--- config.mk ---
export PLATFORM = sky130hd
export DESIGN_NAME = alut_addr_lookup13
export DESIGN_NICKNAME = d
export VERILOG_FILES = /design/src/rtl/alut_pkg13.sv /design/src/rtl/alut_hash13.sv /design/src/rtl/alut_addr_lookup13.sv
export SDC_FILE = /design/constraint.sdc
export NUM_CORES = 1
export LEC_CHECK = 0
export CAP_MARGIN = 30
export CORE_MARGIN = 4
export CORE_UTILIZATION = 45
export DETAILED_ROUTE_END_ITERATION = 8
export PLACE_DENSITY = 0.84
export SYNTH_ARGS = -nofsm -noshare
export SYNTH_HDL_FRONTEND = slang
export SYNTH_HIERARCHICAL = 1
export SYNTH_SLANG_ARGS = --single-unit
--- constraint.sdc ---
create_clock -name pclk13 -period 8.15 [get_ports pclk13]
set_input_delay 1.63 -clock pclk13 [delete_from_list [all_inputs] [get_ports pclk13]]
set_output_delay 1.63 -clock pclk13 [all_outputs]
set_load 0.05 [all_outputs]
--- src/rtl/alut_pkg13.sv ---
// Shared types and entry layout for the ALUT address lookup/learn engine.
// Entry: [82] valid, [81:50] last-accessed time, [49:48] port, [47:0] MAC.
package alut_pkg13;

    typedef enum logic [3:0] {
        IDLE,
        DST_RD,
        DST_CHK,
        AGE_REQ,
        AGE_WAIT,
        SRC_RD,
        SRC_CHK,
        SRC_WR,
        DONE
    } alut_state_e;

    localparam int ENTRY_W   = 83;
    localparam int VALID_BIT = 82;
    localparam int TIME_HI   = 81;
    localparam int TIME_LO   = 50;
    localparam int PORT_HI   = 49;
    localparam int PORT_LO   = 48;
    localparam int MAC_HI    = 47;
    localparam int MAC_LO    = 0;
    // Individual/group bit of a MAC address; group sources are never learned.
    localparam int GROUP_BIT = 40;

    localparam logic [7:0] MAX_ADDR = 8'hff;

    function automatic logic [ENTRY_W-1:0] make_entry(input logic [31:0] stamp,
                                                      input logic [1:0]  port,
                                                      input logic [47:0] mac);
        return {1'b1, stamp, port, mac};
    endfunction

endpackage

--- src/rtl/alut_hash13.sv ---
// Combinational 48->8 hash: XOR fold of the six address bytes.
module alut_hash13 (
    input  logic [47:0] addr_i,
    output logic [7:0]  index_o
);

    assign index_o = addr_i[47:40] ^ addr_i[39:32] ^ addr_i[31:24] ^
                     addr_i[23:16] ^ addr_i[15:8]  ^ addr_i[7:0];

endmodule

--- src/rtl/alut_addr_lookup13.sv ---
// Per-frame destination lookup and source learning engine for the ALUT.
// Reads the destination entry, checks its age, then learns the source entry.
module alut_addr_lookup13
    import alut_pkg13::*;
#(
    parameter int AGE_TMO = 16
) (
    input  logic                pclk13,
    input  logic                p_reset13,
    input  logic                req13,
    input  logic [47:0]         d_addr13,
    input  logic [47:0]         s_addr13,
    input  logic [1:0]          s_port13,
    output logic                rdy13,
    output logic                lookup_done13,
    output logic                lookup_hit13,
    output logic [1:0]          lookup_port13,
    output logic [7:0]          coll_cnt13,
    output logic                age_tmo_err13,
    output logic [7:0]          mem_addr_add13,
    output logic                mem_write_add13,
    output logic [ENTRY_W-1:0]  mem_write_data_add13,
    input  logic [ENTRY_W-1:0]  mem_read_data_add13,
    output logic                check_age13,
    output logic [31:0]         last_accessed13,
    output logic                add_check_active13,
    input  logic                age_confirmed13,
    input  logic                age_ok13,
    input  logic [31:0]         curr_time13,
    input  logic                age_check_active13
);

    localparam int CNT_W = (AGE_TMO > 1) ? $clog2(AGE_TMO) : 1;

    alut_state_e      state_q, state_d;
    logic [47:0]      d_addr_q, d_addr_d;
    logic [47:0]      s_addr_q, s_addr_d;
    logic [1:0]       s_port_q, s_port_d;
    logic [31:0]      dst_time_q, dst_time_d;
    logic [1:0]       dst_port_q, dst_port_d;
    logic             hit_q, hit_d;
    logic [1:0]       port_q, port_d;
    logic [7:0]       coll_q, coll_d;
    logic             tmo_err_q, tmo_err_d;
    logic [CNT_W-1:0] tmo_cnt_q, tmo_cnt_d;

    logic [47:0]      hash_in;
    logic [7:0]       hash_idx;
    logic             accept;
    logic             rd_valid;
    logic [47:0]      rd_mac;

    // A single hash unit is shared: destination during DST_RD, source otherwise.
    assign hash_in = (state_q == DST_RD) ? d_addr_q : s_addr_q;

    alut_hash13 u_hash (
        .addr_i  (hash_in),
        .index_o (hash_idx)
    );

    assign rdy13    = (state_q == IDLE) & ~age_check_active13;
    assign accept   = req13 & rdy13;
    assign rd_valid = mem_read_data_add13[VALID_BIT];
    assign rd_mac   = mem_read_data_add13[MAC_HI:MAC_LO];

    always_comb begin
        state_d    = state_q;
        d_addr_d   = d_addr_q;
        s_addr_d   = s_addr_q;
        s_port_d   = s_port_q;
        dst_time_d = dst_time_q;
        dst_port_d = dst_port_q;
        hit_d      = hit_q;
        port_d     = port_q;
        coll_d     = coll_q;
        tmo_err_d  = tmo_err_q;
        tmo_cnt_d  = tmo_cnt_q;

        unique case (state_q)
            IDLE: begin
                if (accept) begin
                    d_addr_d = d_addr13;
                    s_addr_d = s_addr13;
                    s_port_d = s_port13;
                    hit_d    = 1'b0;
                    port_d   = 2'b00;
                    state_d  = DST_RD;
                end
            end
            DST_RD: state_d = DST_CHK;
            DST_CHK: begin
                dst_time_d = mem_read_data_add13[TIME_HI:TIME_LO];
                dst_port_d = mem_read_data_add13[PORT_HI:PORT_LO];
                if (rd_valid && (rd_mac == d_addr_q)) begin
                    state_d = AGE_REQ;
                end else begin
                    hit_d   = 1'b0;
                    port_d  = 2'b00;
                    state_d = SRC_RD;
                end
            end
            AGE_REQ: begin
                tmo_cnt_d = '0;
                state_d   = AGE_WAIT;
            end
            AGE_WAIT: begin
                // A stale entry is only reported as a miss; the learn path may replace it.
                if (age_confirmed13) begin
                    hit_d   = age_ok13;
                    port_d  = age_ok13 ? dst_port_q : 2'b00;
                    state_d = SRC_RD;
                end else if (tmo_cnt_q == CNT_W'(AGE_TMO - 1)) begin
                    hit_d     = 1'b0;
                    port_d    = 2'b00;
                    tmo_err_d = 1'b1;
                    state_d   = SRC_RD;
                end else begin
                    tmo_cnt_d = tmo_cnt_q + 1'b1;
                end
            end
            SRC_RD: state_d = SRC_CHK;
            SRC_CHK: begin
                if (s_addr_q[GROUP_BIT]) begin
                    state_d = DONE;
                end else begin
                    if (rd_valid && (rd_mac != s_addr_q) && (coll_q != MAX_ADDR)) begin
                        coll_d = coll_q + 8'd1;
                    end
                    state_d = SRC_WR;
                end
            end
            SRC_WR:  state_d = DONE;
            DONE:    state_d = IDLE;
            default: state_d = IDLE;
        endcase
    end

    always_ff @(posedge pclk13) begin
        if (p_reset13) begin
            state_q    <= IDLE;
            d_addr_q   <= '0;
            s_addr_q   <= '0;
            s_port_q   <= '0;
            dst_time_q <= '0;
            dst_port_q <= '0;
            hit_q      <= 1'b0;
            port_q     <= '0;
            coll_q     <= '0;
            tmo_err_q  <= 1'b0;
            tmo_cnt_q  <= '0;
        end else begin
            state_q    <= state_d;
            d_addr_q   <= d_addr_d;
            s_addr_q   <= s_addr_d;
            s_port_q   <= s_port_d;
            dst_time_q <= dst_time_d;
            dst_port_q <= dst_port_d;
            hit_q      <= hit_d;
            port_q     <= port_d;
            coll_q     <= coll_d;
            tmo_err_q  <= tmo_err_d;
            tmo_cnt_q  <= tmo_cnt_d;
        end
    end

    always_comb begin
        mem_addr_add13       = 8'h00;
        mem_write_add13      = 1'b0;
        mem_write_data_add13 = '0;
        check_age13          = 1'b0;
        last_accessed13      = 32'h0;

        unique case (state_q)
            DST_RD, SRC_RD: mem_addr_add13 = hash_idx;
            SRC_WR: begin
                mem_addr_add13       = hash_idx;
                mem_write_add13      = 1'b1;
                mem_write_data_add13 = make_entry(curr_time13, s_port_q, s_addr_q);
            end
            AGE_REQ: begin
                check_age13     = 1'b1;
                last_accessed13 = dst_time_q;
            end
            AGE_WAIT: last_accessed13 = dst_time_q;
            default: ;
        endcase
    end

    assign lookup_done13      = (state_q == DONE);
    assign lookup_hit13       = hit_q;
    assign lookup_port13      = port_q;
    assign coll_cnt13         = coll_q;
    assign age_tmo_err13      = tmo_err_q;
    assign add_check_active13 = (state_q != IDLE);

endmodule

==> results of run 1 <==
[sequential cells by signal (all words and copies together), names as in the netlist]
name	cells
d_addr_q	48
s_addr_q	48
dst_time_q	32
coll_cnt13	8
state_q	4
tmo_cnt_q	4
dst_port_q	2
lookup_port13	2
s_port_q	2
age_tmo_err13	1
lookup_hit13	1
[stage by stage]
stage,cells,worst slack [ns],area (um^2),util
floorplan,1054,4.031,8478,-
global route,1619,2.571,12780,0.6996
CTS,1615,2.734,12770,0.6991
finish,1619,2.727,12780,0.6996
detailed placement,1583,3.172,12190,0.6670
global placement,1580,3.264,12120,0.6633
[layer usage]
| layer | vias up | track usage | part of all wire |
|---|---|---|---|
| met4 | 2 | 0.1320 | 0.042 |
| met3 | 83 | 0.08388 | 0.098 |
| met1 | 3975 | 0.3414 | 0.38 |
| met2 | 444 | 0.4898 | 0.48 |
| met5 | - | 0 | 0.00044 |
| li1 | 4118 | - | - |
[critical path, stage by stage, from the launching register on]
cell and delay (ns):
dfxtp_1 0.63, nor4b_4 0.28, buf_4 0.54, mux2_2 0.42
xnor2_1 0.21, xnor3_1 0.41, and2_1 0.16, clkdlybuf4s50_1 0.70
[area by class of cell]
| cell class | count | area [um^2] | area share |
|---|---|---|---|
| Tap cell | 229 | 286.5 | 0.02242 |
| Sequential cell | 152 | 3043 | 0.2381 |
| Multi-Input combinational cell | 830 | 5136 | 0.4018 |
| Clock inverter | 13 | 133.9 | 0.01047 |
| Timing Repair Buffer | 369 | 3709 | 0.2901 |
| Inverter | 3 | 11.26 | 0.0008810 |
| Clock buffer | 19 | 452.9 | 0.03543 |
| Antenna cell | 4 | 10.01 | 0.0007831 |
[power breakdown]
group	switching [mW]	leakage, nW	internal [mW]
registers	0.117	1.24	0.832
clock network	0.339	0.279	0.444
logic	0.458	3.26	0.435
[kinds of logic (layout without fill, tap and decap cells)]
logic type                 after synthesis  count (layout)
adders and majority gates                2               2
muxes                                   49              49
and+or+nand+nor                        484             484
other                                    0               4
xor gates and xnor gates               128             128
DFF                                    152             152
AOI/OAI and AO/OA                      167             167
buffers and inverters                   72             404
[cells in the final DEF, fill, tap and decap left out, types with 5 or more instances in the layout]
cell	Yosys	routed
o21ai_0	5	5
nand4_1	10	10
xnor2_1	29	29
nand2_1	278	277
a21oi_1	147	147
nor4_1	21	21
clkdlybuf4s50_1	0	357
dfxtp_1	152	152
nor3_1	5	5
nor2b_1	35	35
nand3_1	6	6
xor2_1	83	83
xnor3_1	8	8
and2_1	94	93
xnor2_2	8	8
nor2_1	13	12
clkbuf_16	0	17
mux2_2	48	48
buf_4	3	9
[final timing paths]
check	endpoint	slack, ns	depth (start not counted)
setup / recovery	mem_addr_add13[5]	2.73	7
hold / removal	dst_time_q[18]	0.45	2
setup reg to reg	coll_cnt13[1]	5.48	6
hold reg to reg	dst_time_q[18]	0.45	2
==> qor.csv, run 1 <==
stage,metric,value,unit
status,status,finished clean,
sta,unrepaired setup endpoints after global routing,no,
clock_network,H-tree levels,4,
sta,crit share post-route,0.6653,
sta,max-slew violation count,0,
synthesis,Post-synth EDFFs,0,
clock_network,"Reg clk slew, reported paths",0.06,ns
grt,All-Layer GR Usage,0.2899,
critical_path,CP Data Arrival Time,3.79,ns
synthesis,yosys warns,6,
cells_and_area,final net count,1594,
synthesis,#FFs+latches synth,152,
critical_path,CP startpoint,state_q[0],
critical_path,worst-path fanout max,48,
die,io pins,359,
cells_and_area,Syn-to-layout area delta,50.77,%
detailed_routing,DR WL/cell,19.70,um
clock_network,worst-case clock buffer depth,2,
die,# rows,49,
synthesis,Adder-Cell Fraction of Synth Area,0.002952,
clock_network,total CTS buffers,17,
grt,Overflow after GRT,0,
synthesis,Compound-Gate Fraction of Synth Area,0.1067,
critical_path,crit end category,primary output,
detailed_routing,vias post-DR,8622,
detailed_routing,Routed Antenna Nets,0,
synthesis,top cell type by total area after synthesis,dfxtp_1,
clock_network,"Gates resized, CTS repair",0,
critical_path,worst reg2reg path startpoint,s_addr_q[40],
power_and_ir_drop,P_leak,4.773,nW
critical_path,WS Path Type,register to primary output,
clock_network,cts hold-fix bufs,0,
grt,largest net degree at the start of global routing,98,
critical_path,Worst Setup Start Kind,register,
clock_network,clk_lat worst skew,0.43,ns
worst_hold_path,hold_sp,dst_time_q[18],
synthesis,XOR/XNOR Fraction of Synth Area,0.1523,
synthesis,post-synthesis cell count,1054,
die,core box area,18270,um^2
synthesis,top cell type's share of synthesized area,0.3589,
sta,worst hold slack,0.4505,ns
clock_network,number of setup buffers added after CTS,0,
synthesis,top post-synthesis cells by area,"dfxtp_1, nand2_1, a21oi_1",
synthesis,mux share of post-synthesis cell area,0.06494,
worst_hold_path,HP Class,register to register,
synthesis,Post-Synth Simple-Gate Area,0.2763,
power_and_ir_drop,Pwr Density,205.4,nW/um^2
synthesis,largest family of logic cells by synthesized area,simple AND/OR/NAND/NOR gates,
power_and_ir_drop,peak supply drop,0.1624,mV
sta,relative slew slack,0.2922,
synthesis,Async SR Flop Fraction,0,
synthesis,top post-synthesis cells by count,"nand2_1, dfxtp_1, a21oi_1",
power_and_ir_drop,Design Power,2.625,mW
sta,crit path time final,5.423,ns
synthesis,"count leader, synth",nand2_1,
sta,worst-margin pin slew,1.062,ns
die,Die Footprint,21100,um^2
sta,final setup vio count,0,
grt,vias in the first global route,8365,
grt,first-pass GRT wire length,48110,um
clock_network,Num Clock Sinks,152,
grt,initial antenna violation count,5,
die,initial core utilization,0.4640,
synthesis,mapped cell area,8478,um^2
sta,setup_tns,0,ns
sta,final setup skew,0.01388,ns
placed_design,DP HPWL,24670,um
detailed_routing,DRC violations left,0,
detailed_routing,DRT Wirelength,31900,um
synthesis,Synthesized Nets,1275,
cells_and_area,layout cells sized above 1,0.08369,
synthesis,sequential cell area fraction in the yosys report,0.3589,
critical_path,CP required,6.52,ns
detailed_routing,DR pass1 iterations,6,
cells_and_area,number of fill cells,1455,
synthesis,Unique masters post-synth,51,
placed_design,IO buf count,358,
detailed_routing,vias per std cell,5.326,
die,Die W,145.3,um
detailed_routing,number of DRC markers in iteration 0,619,
synthesis,top_reg_cell synth,dfxtp_1,
sta,final-report hold violation count,0,
flow_run,Max-Cap Viols,0,
synthesis,synthesized area per cell,8.044,um^2
sta,achievable frequency,184.4,MHz
placed_design,GPL Wtd Cong,1.015,
die,Die Height,145.3,um
clock_network,root buffer cell,clkbuf_16,
clock_network,TritonCTS clock tree,done,
No activity file was read; power rests on OpenSTA's default activity.
==> run 2, diff against run 1 <==
--- a/config.mk
+++ b/config.mk
@@ -7,9 +7,9 @@
 export LEC_CHECK = 0
 export CAP_MARGIN = 30
 export CORE_MARGIN = 4
-export CORE_UTILIZATION = 45
+export CORE_UTILIZATION = 43
 export DETAILED_ROUTE_END_ITERATION = 8
-export PLACE_DENSITY = 0.84
+export PLACE_DENSITY = 0.81
 export SYNTH_ARGS = -nofsm -noshare
 export SYNTH_HDL_FRONTEND = slang
 export SYNTH_HIERARCHICAL = 1
==> constraint.sdc (replaced) <==
create_clock -name pclk13 -period 5.1 [get_ports pclk13]
set_input_delay 1.02 -clock pclk13 [delete_from_list [all_inputs] [get_ports pclk13]]
set_output_delay 1.02 -clock pclk13 [all_outputs]
set_load 0.05 [all_outputs]
==> run 2 against run 1 <==
Compared with the run above: combinational power is 59% higher; count of clock-buffer cells in the layout grew 2; final area fell by 0.20%; critical endpoint is now mem_addr_add13[0]; via count is 0.50% lower; largest cell class unchanged; sequential power is 60% higher; critical path type unchanged; first-iteration DRC count shrank 15%; critical path depth did not move.
==> qor.csv, run 2 (same netlist as run 1, synthesis figures left out) <==
stage,metric,value,unit
clock_network,"Reg clk slew, reported paths",0.06,ns
clock_network,total CTS buffers,17,
sta,unrepaired setup endpoints after global routing,no,
clock_network,"Gates resized, CTS repair",0,
sta,worst-margin pin slew,0.8898,ns
clock_network,cts hold-fix bufs,0,
sta,crit path time final,4.839,ns
clock_network,number of setup buffers added after CTS,0,
die,Die Footprint,22030,um^2
status,status,finished clean,
die,Die W,148.4,um
critical_path,critical path's largest stage delay,0.83,ns
detailed_routing,vias per std cell,5.193,
clock_network,H-tree levels,4,
detailed_routing,Routed Antenna Nets,0,
cells_and_area,final net count,1594,
detailed_routing,DRC violations left,0,
flow_run,Max-Cap Viols,0,
placed_design,GPL Wtd Cong,0.9925,
sta,crit share post-route,0.9488,
die,io pins,359,
die,Die Height,148.4,um
critical_path,Worst Setup Start Kind,register,
detailed_routing,DR WL/cell,19.08,um
sta,max-slew violation count,0,
cells_and_area,"commonest non-fill, non-tap cell in the layout",clkdlybuf4s50_1,
detailed_routing,DR pass1 iterations,5,
power_and_ir_drop,Design Power,4.119,mW
detailed_routing,number of DRC markers in iteration 0,524,
clock_network,root buffer cell,clkbuf_16,
sta,setup_tns,0,ns
power_and_ir_drop,P_leak,4.738,nW
critical_path,Crit path max-delay family,buffers and inverters,
cells_and_area,multi-input gate area in the final layout,5136,um^2
clock_network,TritonCTS clock tree,done,
die,# rows,51,
grt,initial antenna violation count,1,
grt,vias in the first global route,8374,
cells_and_area,Seq. cell area,3043,um^2
detailed_routing,DRT Wirelength,31520,um
cells_and_area,"commonest cells after routing, fill and taps aside","clkdlybuf4s50_1, nand2_1, dfxtp_1",
critical_path,crit end category,primary output,
cells_and_area,layout cells sized above 1,0.08225,
grt,Overflow after GRT,0,
power_and_ir_drop,peak supply drop,0.4051,mV
critical_path,CP max stage cell,clkdlybuf4s50_1,
grt,first-pass GRT wire length,47400,um
power_and_ir_drop,Pwr Density,322.9,nW/um^2
critical_path,worst-path fanout max,48,
sta,final setup vio count,0,
clock_network,clk_lat worst skew,0.42,ns
critical_path,WS Path Type,register to primary output,
clock_network,worst-case clock buffer depth,2,
critical_path,CP required,4.08,ns
grt,All-Layer GR Usage,0.2777,
sta,final-report hold violation count,0,
cells_and_area,Syn-to-layout area delta,50.47,%
placed_design,IO buf count,358,
cells_and_area,number of fill cells,1692,
sta,achievable frequency,206.7,MHz
detailed_routing,vias post-DR,8579,
die,initial core utilization,0.4370,
grt,largest net degree at the start of global routing,83,
critical_path,CP cell instances,nor4b_4 -> buf_4 -> mux2_2 -> xnor2_1 -> xnor3_1 -> and2_1 -> clkdlybuf4s50_1,
critical_path,Critical path buffers and inverters,2,
die,core box area,19400,um^2
sta,relative slew slack,0.4068,
worst_hold_path,HP Class,register to register,
critical_path,CP Data Arrival Time,3.82,ns
cells_and_area,Largest regs,"d_addr_q: 48 flops, s_addr_q: 48 flops, dst_time_q: 32 flops",
clock_network,Num Clock Sinks,152,
placed_design,DP HPWL,24780,um
sta,final setup skew,0.01327,ns
## run 2: changes by cell type in the layout (fill, tap and decap cells not counted), sizes merged
cell / before / now
bufinv: 1 / 0
clkbuf: 19 / 21
clkinv: 4 / 0
clkinvlp: 3 / 6
diode: 4 / 1
## run 2: tightest hold or removal path, delay by kind of cell (launching register included)
kind | cells | cell delay (ns)
AOI/OAI and AO/OA | 1 | 0.05
DFF | 1 | 0.31
and+or+nand+nor | 1 | 0.05
## run 2: layer usage
layer  routed length [um]  GRT usage  part of all wire
met3                 3195    0.07587              0.10
met2                15110     0.4723              0.48
met4                 1185     0.1099             0.038
met1                12030     0.3341              0.38
met5                    0          0                 0
## run 2: power by group
| part | switching [mW] | internal (mW) | total, mW |
|---|---|---|---|
| Combinational | 0.732 | 0.687 | 1.42 |
| Clock | 0.528 | 0.656 | 1.18 |
| Sequential | 0.186 | 1.33 | 1.52 |
## run 2: final cells by class
class | instances | area share
multi-input combinational | 830 | 0.4026
timing repair buffer | 369 | 0.2887
sequential | 152 | 0.2385
clock buffer | 21 | 0.03609
tap | 265 | 0.02599
clock inverter | 11 | 0.006964
inverter | 3 | 0.0008827
antenna | 1 | 0.0001962
## run 2: final timing paths
check,start,end,slack (ns),cells past startpoint
worst max-delay path,state_q[0],mem_addr_add13[0],0.26,7
worst min-delay path,dst_time_q[25],dst_time_q[25],0.45,2
worst max register to register,state_q[3],state_q[0],2.36,5
worst min register to register,dst_time_q[25],dst_time_q[25],0.45,2
## run 2: through the flow
stage | hold WS (ns) | cells | setup WS (ns) | util | instance area, um^2
final | 0.4488 | 1652 | 0.2612 | 0.6576 | 12760
after global routing | 0.4695 | 1652 | 0.09218 | 0.6576 | 12760
after CTS | 0.4509 | 1651 | 0.2544 | 0.6575 | 12750
after detailed placement | 0.4417 | 1619 | 0.7307 | 0.6292 | 12210
after global placement | 0.4366 | 1618 | 0.8152 | 0.6278 | 12180
after floorplan | 0.4317 | 1054 | 1.591 | - | 8478
==> run 3, diff against run 2 <==
--- a/config.mk
+++ b/config.mk
@@ -5,7 +5,8 @@
 export SDC_FILE = /design/constraint.sdc
 export NUM_CORES = 1
 export LEC_CHECK = 0
-export CAP_MARGIN = 30
+export ABC_CLOCK_PERIOD_IN_PS = 5100
+export CAP_MARGIN = 20
 export CORE_MARGIN = 4
 export CORE_UTILIZATION = 43
 export DETAILED_ROUTE_END_ITERATION = 8
==> run 3 against run 2 <==
Compared with the run above: first-iteration DRC count increased by 11%; clock power is 6% higher; sequential share of layout area hardly changed; register-to-register slack worse by 0.02 ns; critical path depth did not move; count of clock-buffer cells in the layout stayed put; sequential power about the same.
==> qor.csv, run 3 (same netlist as run 1, synthesis figures left out) <==
stage,metric,value,unit
power_and_ir_drop,Clock power frac,0.298,
power_and_ir_drop,Net Sw Frac,0.3472,
worst_hold_path,hold path depth,2,
grt,first-pass GRT wire length,47550,um
critical_path,CP required,4.08,ns
die,# rows,51,
sta,crit share post-route,0.9483,
critical_path,crit end category,primary output,
worst_hold_path,WHS Endpoint,s_port_q[0],
power_and_ir_drop,P_leak,4.758,nW
grt,All-Layer GR Usage,0.2799,
detailed_routing,vias post-DR,8524,
critical_path,worst r2r dst,state_q[0],
detailed_routing,Routed Antenna Nets,0,
detailed_routing,DRC violations left,0,
power_and_ir_drop,Pwr Density,327.4,nW/um^2
detailed_routing,number of DRC markers in iteration 0,582,
die,Die Footprint,22030,um^2
power_and_ir_drop,peak supply drop,0.4345,mV
flow_run,Max-Cap Viols,0,
clock_network,TritonCTS clock tree,done,
clock_network,worst-case clock buffer depth,2,
clock_network,H-tree levels,4,
clock_network,total CTS buffers,17,
clock_network,"Gates resized, CTS repair",0,
sta,unrepaired setup endpoints after global routing,no,
clock_network,cts hold-fix bufs,0,
die,Die W,148.4,um
sta,max-slew violation count,0,
detailed_routing,DR pass1 iterations,7,
detailed_routing,DR WL/cell,19.29,um
cells_and_area,"commonest cells after routing, fill and taps aside","clkdlybuf4s50_1, nand2_1, dfxtp_1",
grt,vias in the first global route,8375,
clock_network,number of setup buffers added after CTS,0,
worst_hold_path,HP Class,register to register,
die,io pins,359,
cells_and_area,layout cells sized above 1,0.08297,
worst_hold_path,hold_sp,s_port_q[0],
placed_design,DP HPWL,24670,um
die,Die Height,148.4,um
placed_design,IO buf count,358,
sta,achievable frequency,206.8,MHz
sta,crit path time final,4.837,ns
die,core box area,19400,um^2
clock_network,"Reg clk slew, reported paths",0.06,ns
power_and_ir_drop,sw power,1.453,mW
clock_network,root buffer cell,clkbuf_16,
critical_path,WS Path Type,register to primary output,
power_and_ir_drop,P_int,2.732,mW
critical_path,worst-path fanout max,48,
sta,final setup vio count,0,
grt,Overflow after GRT,0,
die,initial core utilization,0.4370,
clock_network,Num Clock Sinks,152,
critical_path,worst reg2reg path startpoint,state_q[3],
placed_design,GPL Wtd Cong,0.9925,
critical_path,CP Data Arrival Time,3.82,ns
grt,largest net degree at the start of global routing,99,
clock_network,clk_lat worst skew,0.42,ns
sta,worst-margin pin slew,0.8979,ns
sta,final setup skew,0.01441,ns
power_and_ir_drop,Design Power,4.185,mW
cells_and_area,"commonest non-fill, non-tap cell in the layout",clkdlybuf4s50_1,
cells_and_area,Largest regs,"d_addr_q: 48 flops, s_addr_q: 48 flops, dst_time_q: 32 flops",
critical_path,Worst Setup Start Kind,register,
sta,setup_tns,0,ns
cells_and_area,final net count,1594,
grt,initial antenna violation count,2,
critical_path,worst r2r path cells,5,
detailed_routing,DRT Wirelength,31870,um
critical_path,R2R Setup Slk,2.34,ns
cells_and_area,Syn-to-layout area delta,50.78,%
power_and_ir_drop,combinational share of power,0.340,
detailed_routing,vias per std cell,5.160,
power_and_ir_drop,sequential share of power,0.362,
sta,final-report hold violation count,0,
status,status,finished clean,
sta,relative slew slack,0.4014,
run 3: cell count changes in the layout (fill, tap and decap cells not counted):
cell	before	now
bufinv_16	0	1
buf_12	0	1
clkinv_4	0	3
inv_6	5	3
clkinvlp_4	6	4
clkbuf_8	2	3
buf_16	1	0
clkbuf_1	2	1
run 3: worst max path at each step:
stage	startpoint	endpoint	slack, ns	depth (start not counted)
after floorplan	state_q[3]	mem_addr_add13[5]	1.59	8
after detailed placement	state_q[0]	mem_addr_add13[0]	0.73	7
final	state_q[0]	mem_addr_add13[0]	0.26	7
after global placement	state_q[0]	mem_addr_add13[0]	0.82	7
after CTS	state_q[0]	mem_addr_add13[0]	0.27	7
after global routing	state_q[0]	mem_addr_add13[0]	0.07	7
run 3: final cells by class:
class	count	area, um^2
Antenna cell	1	2.502
Clock buffer	21	470.5
Clock inverter	11	112.6
Fill cell	1661	6615
Inverter	3	11.26
Multi-Input combinational cell	830	5136
Sequential cell	152	3043
Tap cell	265	331.6
Timing Repair Buffer	369	3676
run 3: metal layers:
metal	vias to the layer above	routed length, um	share of wire	track usage
li1	4118	-	-	-
met1	3956	12630	0.40	0.3335
met2	399	15390	0.48	0.4818
met3	49	2923	0.092	0.08105
met4	2	912	0.029	0.1002
met5	-	11	0.00035	0
run 3: power groups by stage:
| stage | Sequential [mW] | Combinational [mW] | Clock, mW |
|---|---|---|---|
| 2_1_floorplan | 1.45 | 0.995 | 0 |
| 3_3_place_gp | 1.53 | 1.38 | 0 |
| 3_5_place_dp | 1.54 | 1.41 | 0 |
| 4_1_cts | 1.51 | 1.41 | 1.26 |
| 5_1_grt | 1.53 | 1.53 | 1.32 |
| 6_report | 1.52 | 1.42 | 1.25 |
run 3: stage by stage:
| step | instance area (um^2) | setup WS, ns | hold WS (ns) | std cells | utilization |
|---|---|---|---|---|---|
| 4_1_cts | 12760 | 0.2663 | 0.4509 | 1650 | 0.6578 |
| 2_1_floorplan | 8478 | 1.591 | 0.4317 | 1054 | - |
| 3_3_place_gp | 12180 | 0.8152 | 0.4366 | 1618 | 0.6278 |
| 5_1_grt | 12780 | 0.06817 | 0.4729 | 1652 | 0.6590 |
| 3_5_place_dp | 12180 | 0.7253 | 0.4417 | 1618 | 0.6278 |
| 6_report | 12780 | 0.2634 | 0.4504 | 1652 | 0.6590 |
run 3: worst max-delay path: stages, from the launching register on:
cell,delay (ns)
dfxtp_1,0.62
nor4b_4,0.28
buf_4,0.56
mux2_2,0.41
xnor2_1,0.14
xnor3_1,0.36
and2_1,0.19
clkdlybuf4s50_1,0.83
==> RTL edit 1: new RTL, flow settings as in run 2 <==
`d_addr_q` and `s_addr_q` no longer have a reset.
--- a/src/rtl/alut_addr_lookup13.sv
+++ b/src/rtl/alut_addr_lookup13.sv
@@ -140,4 +140,2 @@
             state_q    <= IDLE;
-            d_addr_q   <= '0;
-            s_addr_q   <= '0;
             s_port_q   <= '0;
@@ -152,4 +150,2 @@
             state_q    <= state_d;
-            d_addr_q   <= d_addr_d;
-            s_addr_q   <= s_addr_d;
             s_port_q   <= s_port_d;
@@ -163,2 +159,7 @@
         end
+    end
+
+    always_ff @(posedge pclk13) begin
+        d_addr_q <= d_addr_d;
+        s_addr_q <= s_addr_d;
     end
Formal check against the unedited RTL: no difference found for any inputs over 4 cycles, from zero or initial values and one cycle with p_reset13 high; that may be too few to reach the edited logic, so the function may still have changed.
==> RTL edit 1 against run 2 <==
Sequential share of layout area grew 7.8 points. Power fell by 11%. Largest cell class unchanged. Area after synthesis decreased by 2.9%. Critical endpoint is now mem_addr_add13[2]. Highest routed layer is now met5. Wire length shrank 12%. Cell area is 0.91% lower. Register-to-register slack improved by 170 ps. Worst setup slack better by 99 ps. Sequential cell count stayed put.
==> RTL edit 1: results (changes against run 2) <==
Global routing
  – Pin count of the biggest net entering global routing: 63 (-24%)
  – Gr usage total: 0.252 (-0.0258)
  – Antenna violations before repair: 4 (+3)
  – Global-route wire length before repair: 41.5 mm (-13%)
  – GR Layer Usage met3: 0.0897 (+0.0138)
  – Vias in the first global route: 7160 (-14%)
  – Met2 usage: 0.447 (-0.0252)
  – Met1 Use GR: 0.285 (-0.0487)

Synth
  – Post-synthesis xor/xnor area fraction: 0.159 (+0.00666)
  – Synth top cells by count: edfxtp_1, and2_1, xnor2_1, nand2_1, dfxtp_1
  – Compound-Gate Fraction of Synth Area: 0.0500 (-0.0567)
  – Syn avg cell area: 10.8 um^2 (+34%)
  – Post-synthesis adder-cell area fraction: 0.00304 (+0.0000879)
  – Synthesized net count: 982 (-23%)
  – EDFF count, synth: 96 (+96)
  – Ranking of synthesized cells by area: edfxtp_1, dfxtp_1, xnor2_1
  – Mux share of post-synthesis cell area: 0.0696 (+0.00467)
  – Seq/Total Area, Yosys: 0.486 (+0.127)
  – Synth cell types: 48 (-5.9%)

Final layout
  – Filler-free cell count of the finished design: 1361 (-18%)
  – Fraction of layout cells with a size suffix above 1: 0.0960 (+0.0137)

Place
  – Post-placement cell area: 12100 um^2 (-1.0%)
  – Setup WS pre-CTS: 848 ps (+117 ps)
  – Placer Congestion: 0.875 (-12%)
  – Detailed Place HPWL: 22.0 mm (-11%)

Pwr
  – P_int: 2.58 mW (-3.6%)
  – Flop pwr share: 0.405 (+0.037)
  – Peak VDD IR: 0.234 mV (-42%)
  – Static Leakage: 4.34 nW (-8.3%)

Status
  – Outcome: finished clean

Drt
  – Post-Route M1 WL: 10.9 mm (-9.4%)
  – WL final: 27.8 mm (-12%)
  – Routed met2 length: 13.9 mm (-7.7%)
  – Top routing layer used: met5
  – Initial DRC Count: 402 (-23%)
  – Vias: 6944 (-19%)

Timing
  – Rel. slew slack: 0.437 (+0.0302)
  – Clock Skews: 10.2 ps (-3.05 ps)

Clock tree
  – Clock-pin slew on the worst setup and hold paths: 70 ps

Worst setup path
  – Arrival time at the worst endpoint: 3720 ps (-100 ps)
  – Slowest stage delay, CP: 700 ps (-130 ps)
==> RTL edit 1: cell types whose count changed after synthesis, sizes merged, moves of 12 or more <==
cell / before / now
nand2: 278 / 79
a21oi: 147 / 50
edfxtp: 0 / 96
xor2: 83 / 33
dfxtp: 152 / 56
clkbuf: 49 / 28
buf: 20 / 8
xnor2: 37 / 89
==> RTL edit 1: worst paths after layout <==
kind / cells past startpoint / to / slack [ps] / startpoint
max: 7 / mem_addr_add13[2] / 360 / state_q[0]
min: 2 / dst_time_q[19] / 450 / dst_time_q[19]
max reg2reg: 6 / coll_cnt13[5] / 2530 / s_addr_q[43]
min reg2reg: 2 / dst_time_q[19] / 450 / dst_time_q[19]
==> RTL edit 1: area by class of cell <==
type                            instances  area, um^2
Fill cell                            1457        6130
Tap cell                              234         293
Sequential cell                       152        4000
Multi-Input combinational cell        566        4070
Clock buffer                           17         425
Clock inverter                         15         131
Timing Repair Buffer                  368        3690
Antenna cell                            2        5.00
Inverter                                7        28.8
==> RTL edit 2: new RTL, settings of run 2 <==
Made on the original files. Register the output `coll_cnt13` once more, cleared by the reset; this adds one clock of latency there. The other outputs are not delayed to match.
--- a/src/rtl/alut_addr_lookup13.sv
+++ b/src/rtl/alut_addr_lookup13.sv
@@ -191,3 +191,9 @@
     assign lookup_port13      = port_q;
-    assign coll_cnt13         = coll_q;
+    always_ff @(posedge pclk13) begin
+        if (p_reset13) begin
+            coll_cnt13 <= '0;
+        end else begin
+            coll_cnt13 <= coll_q;
+        end
+    end
     assign age_tmo_err13      = tmo_err_q;
Check against the original RTL: not equivalent (a bounded check fails within 10 cycles, from zero or initial values and one cycle with p_reset13 high).
==> RTL edit 2 against run 2 <==
Global-route usage down 1.1 points. Count of clock-buffer cells in the layout down 3. Wire length about the same. Worst setup slack improved by 82 ps. Power increased by 5.3%. Cell count grew 2.7%. Combinational power is 4% higher. Cell area is 3.0% higher. Die area up 3.3%. Area after synthesis increased by 3.5%. Clock skew decreased by 6.7 ps. Sequential cell count grew 8. Critical endpoint is now mem_addr_add13[5].
==> RTL edit 2: results (changes against run 2) <==
Status
  – Outcome: finished clean

Clock tree
  – Clock-pin slew on the worst setup and hold paths: 60 ps (about the same)
  – Cts repair resizes: 0 (unchanged)
  – Setup bufs post-CTS: 0 (unchanged)
  – Clk buf depth: 2 (unchanged)
  – Cts bufs inserted: 17 (unchanged)
  – CTS root buffer: clkbuf_16
  – Clk_lat worst skew: about 430 ps

Timing
  – Slew @ Worst Pin: 763 ps (-127 ps)
  – FMAX: 210 MHz (+1.7%)
  – Clock Skews: 6.57 ps (-6.70 ps)

Synth
  – Post-synthesis xor/xnor area fraction: 0.144 (-0.00820)
  – Post-synth top flop: dfxtp_1
  – Asr flop ratio synth: 0 (unchanged)
  – Post-synthesis adder-cell area fraction: 0.00285 (-0.000101)
  – Synth top cells by count: nand2_1, dfxtp_1, a21oi_1, and2_1, xnor2_1
  – Compound-Gate Fraction of Synth Area: 0.0922 (-0.0145)
  – Mux share of post-synthesis cell area: 0.0653 (+0.000344)
  – Yosys warns: 6 (unchanged)
  – Synthesized net count: 1316 (+3.2%)
  – Ranking of synthesized cells by area: dfxtp_1, nand2_1, a21oi_1
  – Seq/Total Area, Yosys: 0.365 (+0.00597)
  – Synth cell types: 42 (-18%)

Global routing
  – Vias in the first global route: 8444 (+0.84%)
  – Antenna violations before repair: 1 (unchanged)
  – Global-route wire length before repair: 46.6 mm (-1.7%)
  – Pin count of the biggest net entering global routing: 99 (+19%)
  – Gr usage total: 0.267 (-0.0106)

Place
  – Setup WS pre-CTS: 848 ps (+117 ps)
  – Detailed Place HPWL: 24.4 mm (-1.5%)
  – Port Buf Inserts: 358 (unchanged)
  – Placer Congestion: 0.991 (-0.14%)
  – Post-placement cell area: 12500 um^2 (+2.5%)

Final layout
  – Fill cells: 1734 (+2.5%)
  – Final #Nets: 1632 (+2.4%)
  – Fraction of layout cells with a size suffix above 1: 0.0829 (+0.000614)
  – Top flop regs: d_addr_q x48, s_addr_q x48, dst_time_q x32
  – Area Growth Syn to Fin: 49.6%

Worst setup path
  – Worst path slowest cell: clkdlybuf4s50_1
  – CP max FO: 48 (unchanged)
  – Slowest stage delay, CP: 830 ps (about the same)
  – Arrival time at the worst endpoint: 3740 ps (-80 ps)
  – RR Endpoint: d_addr_q[13]
  – R2r setup slk: 2320 ps (-40 ps)
  – Reg2reg start: state_q[3]
  – Critical Path Sink: mem_addr_add13[5]
  – Worst reg-to-reg path cell count: 6 (+1)

Hold path
  – Hold Startpoint: dst_time_q[0]
  – Hold depth: 2 (unchanged)
  – Worst Hold End: dst_time_q[0]

Pwr
  – Peak VDD IR: 0.238 mV (-41%)
  – Static Leakage: 4.75 nW (+0.34%)
  – Sw Ratio: 0.347 (-0.00440)

Drt
  – Drt pass-1 iters: 5 (unchanged)
  – Routed wire length per instance: 18.6 um (-2.6%)
  – Vias: 8817 (+2.8%)
  – Initial DRC Count: 565 (+7.8%)
RTL edit 2: changes by cell type in the layout (fill, tap and decap cells not counted), sizes merged, moves of 7 or more:
cell / before / now
dfxtp: 152 / 160
nand2b: 2 / 14
nand3: 6 / 13
nand4: 10 / 27
nor2b: 35 / 42
xnor2: 37 / 66
xor2: 83 / 51
RTL edit 2: layout make-up:
class                   instances  area share
diodes                          2    0.000381
well taps                     270      0.0257
clock inverters                14      0.0116
multi-input cells             862       0.403
flip-flops and latches        160       0.244
inverters                       1    0.000286
clock buffers                  18      0.0334
repair buffers                369       0.281
RTL edit 2: stage by stage:
stage / hold slack, ps / power [mW] / instances
detailed placement: 444 / 3.04 / 1661
global placement: 437 / 3.01 / 1660
floorplan: 432 / 2.52 / 1095
global route: 467 / 4.52 / 1695
CTS: 453 / 4.33 / 1693
finish: 452 / 4.34 / 1696
RTL edit 2: worst max-delay path, delay by kind of cell (launching register included):
family / cells / cell delay (ps)
buf+inv: 2 / 1130
flops: 1 / 640
simple gates: 3 / 640
xor+xnor: 2 / 480
mux: 1 / 390
RTL edit 2: power by group through the flow:
stage                     clock network, mW  logic [mW]  registers, mW
final                                  1.30        1.47           1.56
after global routing                   1.37        1.57           1.58
after CTS                              1.31        1.46           1.56
after detailed placement                  0        1.45           1.59
after global placement                    0        1.43           1.58
after floorplan                           0        1.01           1.51
RTL edit 2: metal layers:
| layer | share of wire | global-route usage |
|---|---|---|
| met5 | 0 | 0 |
| met4 | 0.040 | 0.122 |
| met3 | 0.091 | 0.0724 |
| met2 | 0.49 | 0.452 |
| met1 | 0.38 | 0.315 |
